`config.mk`:
```
export PLATFORM = sky130hd
export DESIGN_NAME = sc_dot_product_engine_flat
export DESIGN_NICKNAME = d
export VERILOG_FILES = /design/src/rtl/sc_pkg.sv /design/src/rtl/sc_dot_product_engine_if.sv /design/src/rtl/sc_stream_counter.sv /design/src/rtl/sc_dot_product_engine.sv /design/src/flat_wrapper.sv
export SDC_FILE = /design/constraint.sdc
export NUM_CORES = 1
export LEC_CHECK = 0
export CAP_MARGIN = 20
export CORE_MARGIN = 3
export CORE_UTILIZATION = 40
export DETAILED_ROUTE_END_ITERATION = 12
export PLACE_DENSITY = 0.73
export SLEW_MARGIN = 20
export SYNTH_ARGS = -nofsm -noshare
export SYNTH_HDL_FRONTEND = slang
export SYNTH_HIERARCHICAL = 1
export SYNTH_SLANG_ARGS = --single-unit
```
`constraint.sdc`:
```
create_clock -name clk -period 4.1 [get_ports clk]
set_input_delay 0.82 -clock clk [delete_from_list [all_inputs] [get_ports clk]]
set_output_delay 0.82 -clock clk [all_outputs]
set_load 0.05 [all_outputs]
```
`src/rtl/sc_pkg.sv`:
```
// Shared definitions for the stochastic dot-product engine: FSM encoding, multiply-mode
// constants and a width helper that never returns zero.
package sc_pkg;

    typedef enum logic [1:0] {
        ST_IDLE  = 2'd0,
        ST_RUN   = 2'd1,
        ST_DRAIN = 2'd2,
        ST_DONE  = 2'd3
    } state_t;

    localparam int MODE_UNIPOLAR = 0;
    localparam int MODE_BIPOLAR  = 1;

    // $clog2 yields 0 for 1 and 1 for 2; an index bus still needs at least one bit.
    function automatic int clog2_safe(input int v);
        return (v <= 2) ? 1 : $clog2(v);
    endfunction

endpackage

```
`src/rtl/sc_dot_product_engine_if.sv`:
```
// Stream and run-control bundle between the SNG/RNG front end (master) and the engine (slave).
interface sc_dot_product_engine_if
    import sc_pkg::*;
#(
    parameter int LENGTH     = 3,
    parameter int NUM_OUT    = 2,
    parameter int STREAM_LEN = 256
) ();
    localparam int SEL_W = clog2_safe(LENGTH);
    localparam int CNT_W = $clog2(STREAM_LEN + 1);

    logic                       start;
    logic                       in_valid;
    logic [LENGTH-1:0]          data;
    logic [NUM_OUT*LENGTH-1:0]  weights;
    logic [SEL_W-1:0]           sel;
    logic                       busy;
    logic                       done;
    logic [NUM_OUT-1:0]         sum;
    logic                       sum_valid;
    logic [NUM_OUT*CNT_W-1:0]   counts;

    modport master (
        output start, in_valid, data, weights, sel,
        input  busy, done, sum, sum_valid, counts
    );

    modport slave (
        input  start, in_valid, data, weights, sel,
        output busy, done, sum, sum_valid, counts
    );
endinterface

```
`src/rtl/sc_stream_counter.sv`:
```
// Counts 1s on a stochastic stream; clr restarts a run, en qualifies each bit.
module sc_stream_counter #(
    parameter int CNT_W = 9
) (
    input  logic             clk,
    input  logic             rst,
    input  logic             clr,
    input  logic             en,
    input  logic             bit_in,
    output logic [CNT_W-1:0] count
);
    logic [CNT_W-1:0] count_reg;

    always_ff @(posedge clk) begin
        if (rst || clr) begin
            count_reg <= '0;
        end else if (en && bit_in) begin
            count_reg <= count_reg + 1'b1;
        end
    end

    assign count = count_reg;
endmodule

```
`src/rtl/sc_dot_product_engine.sv`:
```
// NUM_OUT stochastic dot products sharing one data stream: AND/XNOR multiply, mux-based scaled
// add selected by an external RNG index, and per-neuron 1s counters framed by start/busy/done.
module sc_dot_product_engine
    import sc_pkg::*;
#(
    parameter int LENGTH     = 3,
    parameter int NUM_OUT    = 2,
    parameter int STREAM_LEN = 256,
    parameter int BIPOLAR    = 0
) (
    input  logic                     clk,
    input  logic                     rst,
    sc_dot_product_engine_if.slave   bus
);
    localparam int SEL_W = clog2_safe(LENGTH);
    localparam int CNT_W = $clog2(STREAM_LEN + 1);

    state_t                           state_reg, state_next;
    logic [CNT_W-1:0]                 acc_cnt_reg;
    logic                             accept, last_accept, start_run;
    logic [NUM_OUT-1:0][LENGTH-1:0]   prod_next, prod_reg;
    logic [SEL_W-1:0]                 sel_q_reg;
    logic                             valid_q_reg;
    logic [NUM_OUT-1:0]               mux_vec;
    logic [NUM_OUT-1:0]               sum_reg;
    logic                             sum_valid_reg;
    logic [NUM_OUT-1:0][CNT_W-1:0]    count_arr;
    logic                             busy_c, done_c;

    assign start_run   = (state_reg == ST_IDLE) && bus.start;
    assign accept      = (state_reg == ST_RUN) && bus.in_valid;
    assign last_accept = accept && (acc_cnt_reg == CNT_W'(STREAM_LEN - 1));

    always_ff @(posedge clk) begin
        if (rst) begin
            state_reg <= ST_IDLE;
        end else begin
            state_reg <= state_next;
        end
    end

    // DRAIN holds until the last accepted bit has left stage 1, so counts are final at DONE.
    always_comb begin
        state_next = state_reg;
        case (state_reg)
            ST_IDLE:  if (bus.start)   state_next = ST_RUN;
            ST_RUN:   if (last_accept) state_next = ST_DRAIN;
            ST_DRAIN: if (!valid_q_reg) state_next = ST_DONE;
            ST_DONE:  state_next = ST_IDLE;
            default:  state_next = ST_IDLE;
        endcase
    end

    always_comb begin
        busy_c = 1'b0;
        done_c = 1'b0;
        case (state_reg)
            ST_RUN, ST_DRAIN: busy_c = 1'b1;
            ST_DONE:          done_c = 1'b1;
            default:          ;
        endcase
    end

    always_ff @(posedge clk) begin
        if (rst || start_run) begin
            acc_cnt_reg <= '0;
        end else if (accept) begin
            acc_cnt_reg <= acc_cnt_reg + 1'b1;
        end
    end

    genvar gi, gj;
    generate
        for (gi = 0; gi < NUM_OUT; gi++) begin : g_neuron
            for (gj = 0; gj < LENGTH; gj++) begin : g_elem
                if (BIPOLAR == MODE_BIPOLAR) begin : g_xnor
                    assign prod_next[gi][gj] = ~(bus.data[gj] ^ bus.weights[gi*LENGTH + gj]);
                end else begin : g_and
                    assign prod_next[gi][gj] = bus.data[gj] & bus.weights[gi*LENGTH + gj];
                end
            end

            // Out-of-range indices match no element and contribute a 0 bit.
            logic mux_bit;
            always_comb begin
                mux_bit = 1'b0;
                for (int i = 0; i < LENGTH; i++) begin
                    if (sel_q_reg == SEL_W'(i)) mux_bit = prod_reg[gi][i];
                end
            end
            assign mux_vec[gi] = mux_bit;

            sc_stream_counter #(
                .CNT_W (CNT_W)
            ) u_counter (
                .clk    (clk),
                .rst    (rst),
                .clr    (start_run),
                .en     (valid_q_reg),
                .bit_in (mux_vec[gi]),
                .count  (count_arr[gi])
            );
        end
    endgenerate

    always_ff @(posedge clk) begin
        if (rst) begin
            prod_reg    <= '0;
            sel_q_reg   <= '0;
            valid_q_reg <= 1'b0;
        end else begin
            valid_q_reg <= accept;
            if (accept) begin
                prod_reg  <= prod_next;
                sel_q_reg <= bus.sel;
            end
        end
    end

    always_ff @(posedge clk) begin
        if (rst) begin
            sum_reg       <= '0;
            sum_valid_reg <= 1'b0;
        end else begin
            sum_reg       <= mux_vec;
            sum_valid_reg <= valid_q_reg;
        end
    end

    assign bus.busy      = busy_c;
    assign bus.done      = done_c;
    assign bus.sum       = sum_reg;
    assign bus.sum_valid = sum_valid_reg;
    assign bus.counts    = count_arr;
endmodule
```
`src/flat_wrapper.sv`:
```
// flat-port wrapper written by rule: the top's interface ports become plain ports
module sc_dot_product_engine_flat import sc_pkg::*;
#(
    parameter int LENGTH     = 3,
    parameter int NUM_OUT    = 2,
    parameter int STREAM_LEN = 256,
    parameter int BIPOLAR    = 0
)
  (clk, rst, bus_start, bus_in_valid, bus_data, bus_weights, bus_sel, bus_busy, bus_done, bus_sum, bus_sum_valid, bus_counts);
  sc_dot_product_engine_if #(.LENGTH(LENGTH), .NUM_OUT(NUM_OUT), .STREAM_LEN(STREAM_LEN)) bus_i ();
  input  logic clk;
  input  logic rst;
  input wire logic [$bits(bus_i.start)-1:0] bus_start;
  input wire logic [$bits(bus_i.in_valid)-1:0] bus_in_valid;
  input wire logic [$bits(bus_i.data)-1:0] bus_data;
  input wire logic [$bits(bus_i.weights)-1:0] bus_weights;
  input wire logic [$bits(bus_i.sel)-1:0] bus_sel;
  output wire logic [$bits(bus_i.busy)-1:0] bus_busy;
  output wire logic [$bits(bus_i.done)-1:0] bus_done;
  output wire logic [$bits(bus_i.sum)-1:0] bus_sum;
  output wire logic [$bits(bus_i.sum_valid)-1:0] bus_sum_valid;
  output wire logic [$bits(bus_i.counts)-1:0] bus_counts;
  assign bus_i.start = bus_start;
  assign bus_i.in_valid = bus_in_valid;
  assign bus_i.data = bus_data;
  assign bus_i.weights = bus_weights;
  assign bus_i.sel = bus_sel;
  assign bus_busy = bus_i.busy;
  assign bus_done = bus_i.done;
  assign bus_sum = bus_i.sum;
  assign bus_sum_valid = bus_i.sum_valid;
  assign bus_counts = bus_i.counts;
  sc_dot_product_engine #(.LENGTH(LENGTH), .NUM_OUT(NUM_OUT), .STREAM_LEN(STREAM_LEN), .BIPOLAR(BIPOLAR)) u_core (.clk(clk), .rst(rst), .bus(bus_i));
endmodule
```
# After elaboration in Yosys (flattened, before gate mapping)

Cells that the tools add are included.

Bits of input ports: 15
Logic and storage cells: 50
Output and inout bits: 23
Bits in registers: 41

Eq/ne operators: 9
$add $sub $neg: 3
Reduce and logical (&&, ||, !) cells: 10
Bitwise logic cells: 6
Multiplexer cells: 12

Operator list:

| operator              | number |
|---|---|
| $add A9 B1 Y9 const B | 3 |
| $eq A9 B8 Y1 const B  | 1 |
| $mux W1               | 8 |
| $pmux W2 S4           | 1 |
| $and A1 B1 Y1         | 6 |
| $eq A2 B2 Y1 const B  | 3 |
| $mux W2               | 3 |
| $logic_and A1 B1 Y1   | 5 |
| $eq A2 B1 Y1 const B  | 2 |
| $logic_not A2 Y1      | 2 |
| $ne A2 B2 Y1 const B  | 2 |
| $reduce_and A3 Y1     | 1 |
| $ne A2 B1 Y1 const B  | 1 |
| $reduce_or A2 Y1      | 1 |
| $logic_or A1 B1 Y1    | 1 |

# Logic depth before layout (Yosys ltp)

Gate-level depths: netlist of the first run.

Depth in word-level cells: 5
Depth in mapped cells: 7
Depth with buffers taken out: 7

# By module

Netlist of the first run, hierarchy kept.

Modules (own cells, without submodules):

| module                | times used | cells an instance | seq. area each (um2) | area an instance (um2) |
|---|---|---|---|---|
| sc_dot_product_engine | 1          | 118               | 460.4                | 1026.0 |
| sc_stream_counter     | 2          | 46                | 180.2                | 404.1 |

# Least setup slack after synthesis of the first run

Ideal clock, no wire load.

Path type: reg2out
Start point: register u_core.state_reg[0]
End point: output bus_busy
Stages on the path, launching flop included: 3
Buffers on the path: 0
Data required time: 3280 ps
Setup slack: 2319 ps
Arrival: 961 ps
Cells stage by stage: dfxtp_1 -> inv_1 -> ha_1

Word-level cells in the longest chain between the ends: 3
Elaborated cells on any way between the ends: 4
Those cells by class: eq/ne (2); mux (1); reduce/logical (1)

Ends and longest elaborated chain:

| what                                         | line                        | text |
|---|---|---|
| from (decl)                                  | sc_dot_product_engine.sv:18 | `state_t state_reg, state_next;` |
| from (signal assigned)                       | sc_dot_product_engine.sv:38 | `state_reg <= state_next;` |
| $eq A2 B2 Y1 or $eq A2 B1 Y1 (tied branches) | sc_dot_product_engine.sv:57 | `case (state_reg)` |
| $reduce_or A2 Y1 (*)                         | sc_dot_product_engine.sv:57 |  |
| $mux W1 (*)                                  | sc_dot_product_engine.sv:57 |  |
| to (decl)                                    | flat_wrapper.sv:18          | `output wire logic [$bits(bus_i.busy)-1:0] bus_busy;` |

Mark *: on every way between the ends. The rest lies on a longest branch, timed or not.

# Worst setup path after layout of the first run

Same ends and word-level chain as after synthesis.

==> run_results.csv, run 1 <==
group,metric,value,unit
outcome,run_status,"finished clean",
sta,tns,0,ps
clock_tree,hold_buffers,0,
floorplanning,core,4200,sq um
placement,dp_hpwl,2640,um
clock_tree,cts_tree,"built",
finish,layout.nets,272,
placement,gp_congestion,0.733,
critical_path,critPathCaptureType,"primary output",
clock_tree,postCtsSetupRepairBufs,0,
global_route,grt_max_degree,19,
yosys,synth-seq-cells,41,
critical_path,arrival,1830,ps
placement,portBuffers,37,
routing,via_count,1620,
yosys,yosys.area.top_type,"dfxtp_1",
worst_hold_path,hold_class,"register to register",
clock_tree,clock_latency,290,ps
yosys,ys.flop_type,"dfxtp_1",
global_route,grt_first_pass_wirelength,6150,um
critical_path,start_kind,"register",
floorplanning,fp.dieW,73.7,um
global_route,grt_pass1_vias,1420,
clock_tree,clk_pin_slew,70,ps
critical_path,required,3280,ps
global_route,grt_use_total,0.144,
critical_path,path_class,"register to primary output",
sta,min_period,2650,ps
yosys,synth_edf_count,0,
routing,wl,3670,um
clock_tree,clock-sinks,41,
power_and_ir_drop,pwr_density_cell,425,nW/um^2
yosys,synth_area,1830,sq um
finish,drive_gt1_frac,0.0560,
routing,drt-initial-drc-count,138,
floorplanning,start_util,0.437,
finish,antennaDiodeCount,0,
finish,fin_util,0.562,
placement,placed_area,2240,sq um
critical_path,crit_path_cell_trace,"inv_1, ha_1, clkdlybuf4s50_1",
yosys,avgSynthCellArea,8.73,sq um
floorplanning,num_rows,23,
sta,max-slew-margin-rel,0.608,
clock_tree,cts_root_buf,"clkbuf_8",
global_route,grtUsageMet1,0.177,
clock_tree,cts_buffer_depth,2,
global_route,grt_busiest_layer,"met2",
routing,drt-vias-per-instance,5.40,
finish,largest_reg_flops,18,
sta,hold_viol_final,0,
yosys,synthTopCellsByArea,"dfxtp_1, a21oi_1, ha_1",
floorplanning,die_area,5430,sq um
yosys,ys_seq_area_frac,0.447,
floorplanning,io_pins,38,
sta,rsz0062_at_grt,"no",
sta,clock_skew,7.34,ps
finish,multi_input_area,968,sq um
global_route,grt_use_met2,0.235,
sta,finalSetupViolations,0,
global_route,use_met3,0.0465,
sta,period_share,0.647,
routing,firstDrtPassIters,4,
global_route,grt_overflow,0,
yosys,synth_top_area_share,0.447,
yosys,syn-num-nets,233,
finish,syn_to_final_growth,28.7,%
sta,finalMaxSlewViolations,0,
yosys,netlist_instances,210,
routing,route.detailed.drc,0,
sta,fmax,377,MHz
finish,nFillCells,395,
power_and_ir_drop,power,1000,uW
yosys,yosys_warnings,6,
critical_path,worst_path_largest_cell_delay,800,ps
clock_tree,cts_buffers,5,
clock_tree,cts.repair.resized,0,
critical_path,critPathMaxFanout,3,
finish,layout_commonest_cell,"dfxtp_1",
finish,stdcell_area,2360,sq um
job,cap_violations,0,
routing,avgRoutedWirePerCell,12.2,um
finish,regArea,821,sq um
clock_tree,htreeDepth,2,
sta,holdWs,458,ps
critical_path,cp_slowest_cell,"clkdlybuf4s50_1",
global_route,antenna_found_initial,0,
yosys,synth_cell_types,31,
finish,final_cell_mix,"dfxtp_1, clkdlybuf4s50_1, a21oi_1",
yosys,async_flop_share,0,
power_and_ir_drop,ir_drop,0.335,mV
floorplanning,die_h,73.7,um
sta,worstMarginPinSlew,586,ps
routing,drtAntennaViolNets,0,
power_and_ir_drop,leakagePower,0.000780,uW
## cell type report
cell class,count,area share
timing repair buffer,37,0.157
clock buffer,7,0.0366
clock inverter,1,0.0127
sequential,41,0.348
inverter,6,0.00954
multi-input combinational,158,0.410
tap,50,0.0265
## metrics by stage
stage,std cells,setup WS (ps)
final,300,1450
after CTS,300,1430
after floorplan,210,2320
after detailed placement,292,1640
after global placement,292,1710
after global routing,300,1360
## path summary, 6_finish.rpt
kind / from / end / slack (ps) / cells after the start
min: u_core/prod_reg[1]$_SDFFE_PP0P_ / u_core/prod_reg[1]$_SDFFE_PP0P_ / 460 / 2
max: u_core/state_reg[0]$_SDFFE_PP0P_ / bus_busy / 1450 / 3
min reg2reg: u_core/prod_reg[1]$_SDFFE_PP0P_ / u_core/prod_reg[1]$_SDFFE_PP0P_ / 460 / 2
max reg2reg: u_core/sel_q_reg[0]$_SDFFE_PP0P_ / u_core/g_neuron[0].u_counter/count[7]$_SDFFE_PP0P_ / 2160 / 5
## layer usage
| metal | vias to the layer above | share of wire |
|---|---|---|
| met3 | 4 | 0.054 |
| met5 | - | 0 |
| li1 | 843 | - |
| met1 | 736 | 0.47 |
| met2 | 37 | 0.46 |
| met4 | 0 | 0.014 |
## cell families after synthesis
family / synth area share
and+or+nand+nor: 0.263
muxes: 0.0164
DFF: 0.447
buffers and inverters: 0.0246
adders and majority gates: 0.0546
xor gates and xnor gates: 0.0287
AOI/OAI and AO/OA: 0.165
## cells in the mapped netlist, types with 2 or more instances
cell and count:
o21ai_0 8, clkbuf_1 4, and2_1 2, nor2_1 10, nand3_1 17, o311ai_0 2, or2_0 3, or3_1 8
nand4_1 7, inv_1 6, nand2_2 2, o31ai_1 6, dfxtp_1 41, a21oi_1 27, o22ai_1 2, nand4_2 3
o41ai_1 2, xnor2_1 3, nor2b_1 3, nand2b_1 4, mux2i_1 3, xor2_1 3, or4_1 6, ha_1 8
nand2_1 24
## power by group
part | internal [uW] | switching [uW]
Combinational | 83.6 | 143
Clock | 198 | 135
Sequential | 421 | 21.5
Total | 703 | 300
## critical path: cells and delay by family (launching register included)
kind / cells / cell delay (ps)
buffers and inverters: 2 / 880
flip-flops: 1 / 360
adder cells (fa/ha/maj): 1 / 300
Note: power is estimated with default switching activity, not from simulation.
==> run 2, diff against run 1 <==
==> constraint.sdc (replaced) <==
create_clock -name clk -period 2.73 [get_ports clk]
set_input_delay 0.546 -clock clk [delete_from_list [all_inputs] [get_ports clk]]
set_output_delay 0.546 -clock clk [all_outputs]
set_load 0.05 [all_outputs]
==> run 2 against run 1 <==
  * Critical path depth stayed put
  * Worst setup slack got worse by 1100 ps
  * Die area is the same
  * Cell count down 0.33%
  * Non-clock buffer count increased by 1
  * Hold slack worse by 2.6 ps
  * Clock-buffer cell count fell by 2
  * Clock skew decreased by 1.8 ps
  * Design area decreased by 1.5%
  * First-iteration DRC count decreased by 72%
==> run_results.csv, run 2 (same netlist as run 1, synthesis figures left out) <==
group,metric,value,unit
outcome,run_status,"finished clean",
clock_tree,hold_buffers,0,
clock_tree,cts_buffer_depth,2,
finish,antennaDiodeCount,0,
placement,placed_cells,293,
clock_tree,cts_buffers,5,
finish,final_cell_mix,"dfxtp_1, clkdlybuf4s50_1, a21oi_1",
sta,tns,0,ps
critical_path,arrival,1820,ps
critical_path,critPathMaxFanout,3,
routing,wl,3650,um
sta,worstMarginPinSlew,535,ps
placement,gp_congestion,0.805,
routing,drtAntennaViolNets,0,
global_route,grt_first_pass_wirelength,6030,um
global_route,grt_max_degree,14,
clock_tree,cts_tree,"built",
clock_tree,clock_latency,290,ps
floorplanning,num_rows,23,
global_route,antenna_found_initial,0,
clock_tree,htreeDepth,2,
job,cap_violations,0,
finish,multi_input_area,968,sq um
critical_path,crit_start,"u_core/state_reg[0]$_SDFFE_PP0P_",
global_route,grt_use_total,0.141,
clock_tree,postCtsSetupRepairBufs,0,
finish,largest_reg_flops,18,
floorplanning,die_area,5430,sq um
critical_path,regToRegSetupSlack,780,ps
power_and_ir_drop,power.switching_fraction,0.320,
clock_tree,cts.repair.resized,0,
placement,portBuffers,37,
routing,met3WireLength,170,um
placement,dp_hpwl,2710,um
critical_path,critPathCaptureType,"primary output",
power_and_ir_drop,leakagePower,0.000766,uW
sta,finalSetupViolations,0,
floorplanning,die_h,73.7,um
sta,finalMaxSlewViolations,0,
sta,min_period,2370,ps
sta,rsz0062_at_grt,"no",
sta,clock_skew,5.52,ps
finish,nFillCells,403,
critical_path,start_kind,"register",
sta,hold_viol_final,0,
finish,layout.nets,273,
routing,firstDrtPassIters,4,
power_and_ir_drop,p_clk_frac,0.262,
floorplanning,core,4200,sq um
clock_tree,clk_pin_slew,70,ps
floorplanning,start_util,0.437,
global_route,grt_overflow,0,
power_and_ir_drop,comb_power_share,0.251,
sta,period_share,0.868,
power_and_ir_drop,p_int,927,uW
finish,drive_gt1_frac,0.0562,
routing,wl_met2,1700,um
worst_hold_path,hold_class,"register to register",
finish,regArea,821,sq um
power_and_ir_drop,power,1360,uW
critical_path,reg2reg_depth,5,
worst_hold_path,holdPathEnd,"u_core/prod_reg[2]$_SDFFE_PP0P_",
sta,holdWs,455,ps
power_and_ir_drop,pwr_density_cell,586,nW/um^2
floorplanning,io_pins,38,
critical_path,worstReg2RegStart,"u_core/sel_q_reg[0]$_SDFFE_PP0P_",
floorplanning,fp.dieW,73.7,um
finish,instances_no_fill,299,
power_and_ir_drop,power.switching,437,uW
worst_hold_path,hold_path_depth,2,
routing,top_layer,"met4",
critical_path,r2r-end,"u_core/g_neuron[0].u_counter/count[8]$_SDFFE_PP0P_",
critical_path,path_class,"register to primary output",
routing,drt-vias-per-instance,5.53,
finish,layout_commonest_cell,"dfxtp_1",
routing,drt-initial-drc-count,39,
finish,syn_to_final_growth,26.8,%
worst_hold_path,min-delay-start,"u_core/prod_reg[2]$_SDFFE_PP0P_",
routing,via_count,1653,
critical_path,required,2180,ps
global_route,grt_pass1_vias,1420,
routing,met1_length,1730,um
routing,route.detailed.drc,0,
clock_tree,clock-sinks,41,
sta,max-slew-margin-rel,0.643,
clock_tree,cts_root_buf,"clkbuf_8",
sta,fmax,422,MHz
routing,avgRoutedWirePerCell,12.2,um
power_and_ir_drop,p_seq_frac,0.487,
power_and_ir_drop,ir_drop,0.495,mV
[run 2: cell types whose count changed in the layout (fill, tap and decap cells not counted), sizes merged]
cell	change
clkbuf	-2
buf	+1
bufinv	-1
clkinv	+1
[run 2: cell type report]
type,instances,area share
multi-input combinational,158,0.416
clock buffer,5,0.0296
clock inverter,1,0.00215
timing repair buffer,38,0.162
tap,50,0.0269
sequential,41,0.353
inverter,6,0.00968
[run 2: worst max-delay path by stage]
| stage | slack [ps] | endpoint | cells past startpoint |
|---|---|---|---|
| 3_3_place_gp | 680 | bus_busy | 3 |
| 5_1_grt | 260 | bus_busy | 3 |
| 4_1_cts | 330 | bus_busy | 3 |
| 6_report | 360 | bus_busy | 3 |
| 3_5_place_dp | 660 | bus_busy | 3 |
| 2_1_floorplan | 970 | u_core/g_neuron[0].u_counter/count[6]$_SDFFE_PP0P_ | 4 |
[run 2: worst max-delay path, cell delays in order, from the launching register on]
cell and delay (ps):
dfxtp_1 360, inv_1 80, ha_1 300, clkdlybuf4s50_1 800
[run 2: routing by layer]
metal  up-vias  global-route usage
li1        846                   -
met1       765               0.178
met2        37               0.225
met3         5              0.0342
met4         0              0.0664
met5         -                   0
[run 2: power groups by stage]
stage               clock, uW  sequential [uW]  combinational [uW]
global route              390              669                 379
global placement            0              677                 338
CTS                       373              665                 344
finish                    357              665                 342
floorplan                   0              679                 251
detailed placement          0              679                 343
[run 2: per-stage QoR]
stage	setup slack, ps	area, sq um	utilization
after floorplan	971	1830	-
after global placement	680	2250	0.536
after detailed placement	661	2250	0.536
after CTS	330	2330	0.554
after global routing	256	2330	0.554
final	361	2330	0.554
==> run 3, diff against run 2 <==
--- a/config.mk
+++ b/config.mk
@@ -9,6 +9,7 @@
 export CORE_MARGIN = 3
 export CORE_UTILIZATION = 40
 export DETAILED_ROUTE_END_ITERATION = 12
+export MAX_ROUTING_LAYER = met4
 export PLACE_DENSITY = 0.73
 export SLEW_MARGIN = 20
 export SYNTH_ARGS = -nofsm -noshare
==> run 3 against run 2 <==
  * Hold slack about the same
  * Critical path type unchanged
  * Largest power group unchanged
  * Clock-buffer cell count stayed put
  * Worst setup slack worse by 0.52 ps
==> run_results.csv, run 3 (same netlist as run 1, synthesis figures left out) <==
group,metric,value,unit
sta,worstMarginPinSlew,542,ps
clock_tree,htreeDepth,2,
critical_path,worst_path_largest_cell_delay,800,ps
routing,met1_length,1650,um
finish,syn_to_final_growth,26.8,%
clock_tree,clk_pin_slew,70,ps
outcome,run_status,"finished clean",
sta,holdWs,455,ps
sta,tns,0,ps
floorplanning,core,4200,sq um
routing,firstDrtPassIters,7,
routing,route.detailed.drc,0,
critical_path,path_class,"register to primary output",
routing,drt-vias-per-instance,5.53,
floorplanning,start_util,0.437,
placement,dp_hpwl,2710,um
global_route,antenna_found_initial,0,
routing,via_count,1653,
floorplanning,fp.dieW,73.7,um
finish,drive_gt1_frac,0.0562,
floorplanning,io_pins,38,
finish,layout.nets,273,
routing,drtAntennaViolNets,0,
critical_path,r2r-end,"u_core/g_neuron[0].u_counter/count[6]$_SDFFE_PP0P_",
power_and_ir_drop,pwr_density_cell,586,nW/um^2
sta,min_period,2370,ps
sta,finalSetupViolations,0,
finish,fin_util,0.554,
clock_tree,cts_root_buf,"clkbuf_8",
sta,clock_skew,4.92,ps
critical_path,critPathMaxFanout,3,
clock_tree,cts.repair.resized,0,
routing,wl,3610,um
worst_hold_path,hold_class,"register to register",
routing,drt-initial-drc-count,38,
clock_tree,cts_tree,"built",
placement,place_worst_setup_slack,661,ps
clock_tree,postCtsSetupRepairBufs,0,
global_route,grt_overflow,0,
routing,top_layer,"met4",
global_route,grt_use_total,0.145,
clock_tree,clock-sinks,41,
floorplanning,die_h,73.7,um
placement,gp_congestion,0.816,
critical_path,cp_slowest_cell,"clkdlybuf4s50_1",
routing,avgRoutedWirePerCell,12.1,um
clock_tree,cts_buffers,5,
power_and_ir_drop,leakagePower,0.000766,uW
floorplanning,num_rows,23,
finish,final_cell_mix,"dfxtp_1, clkdlybuf4s50_1, a21oi_1",
critical_path,crit_start,"u_core/state_reg[0]$_SDFFE_PP0P_",
clock_tree,cts_buffer_depth,2,
clock_tree,hold_buffers,0,
floorplanning,die_area,5430,sq um
critical_path,crit_end,"bus_busy",
sta,rsz0062_at_grt,"no",
sta,max-slew-margin-rel,0.638,
critical_path,arrival,1820,ps
clock_tree,clock_latency,290,ps
global_route,grt_pass1_vias,1416,
job,cap_violations,0,
sta,finalMaxSlewViolations,0,
global_route,grt_max_degree,14,
finish,layout_commonest_cell,"dfxtp_1",
sta,setup_ws,361,ps
critical_path,critPathCaptureType,"primary output",
critical_path,required,2180,ps
sta,fmax,422,MHz
finish,largest_reg_flops,18,
critical_path,start_kind,"register",
finish,stdcell_area,2330,sq um
critical_path,crit_path_cell_trace,"inv_1, ha_1, clkdlybuf4s50_1",
routing,met3WireLength,247,um
placement,portBuffers,37,
global_route,grt_first_pass_wirelength,6030,um
routing,wl_met2,1680,um
sta,hold_viol_final,0,
critical_path,worstReg2RegStart,"u_core/sel_q_reg[0]$_SDFFE_PP0P_",
sta,period_share,0.868,
critical_path,reg2reg_depth,5,
power_and_ir_drop,ir_drop,0.495,mV
finish,antennaDiodeCount,0,
placement,placed_area,2250,sq um
critical_path,regToRegSetupSlack,780,ps
[run 3: cell counts in the layout (fill, tap and decap cells not counted)]
No cell type changed its count.
[run 3: how the worst min path moves through the flow]
stage	start	end	slack [ps]	cells after the start
after floorplan	u_core/prod_reg[0]$_SDFFE_PP0P_	u_core/prod_reg[0]$_SDFFE_PP0P_	430	2
after global placement	u_core/prod_reg[0]$_SDFFE_PP0P_	u_core/prod_reg[0]$_SDFFE_PP0P_	440	2
after detailed placement	u_core/prod_reg[4]$_SDFFE_PP0P_	u_core/prod_reg[4]$_SDFFE_PP0P_	450	2
after CTS	u_core/prod_reg[4]$_SDFFE_PP0P_	u_core/prod_reg[4]$_SDFFE_PP0P_	460	2
after global routing	u_core/prod_reg[1]$_SDFFE_PP0P_	u_core/prod_reg[1]$_SDFFE_PP0P_	480	2
final	u_core/prod_reg[2]$_SDFFE_PP0P_	u_core/prod_reg[2]$_SDFFE_PP0P_	450	2
[run 3: layout make-up]
class | count | area (sq um)
fill | 403 | 1880
multi-input combinational | 158 | 968
sequential | 41 | 821
timing repair buffer | 38 | 378
clock buffer | 5 | 68.8
tap | 50 | 62.6
inverter | 6 | 22.5
clock inverter | 1 | 5.00
[run 3: stage by stage]
step | instances | power (uW)
after global routing | 299 | 1440
after CTS | 299 | 1380
after detailed placement | 293 | 1020
after global placement | 293 | 1010
after floorplan | 210 | 930
final | 299 | 1360
[run 3: worst max-delay path: cells and delay by family, from the launching register on]
kind	cells	cell delay (ps)
flops	1	360
fa+ha+maj	1	300
buf+inv	2	880
[run 3: power breakdown]
part	switching [uW]	internal, uW	total, uW	leakage [uW]
combinational	215	127	341	0.000395
clock	189	168	357	0.0000399
sequential	32.3	632	664	0.000331
[run 3: metal layers]
layer,global-route usage,vias to the layer above
met5,-,-
met4,0.0483,0
li1,-,842
met2,0.225,51
met3,0.0451,5
met1,0.179,755
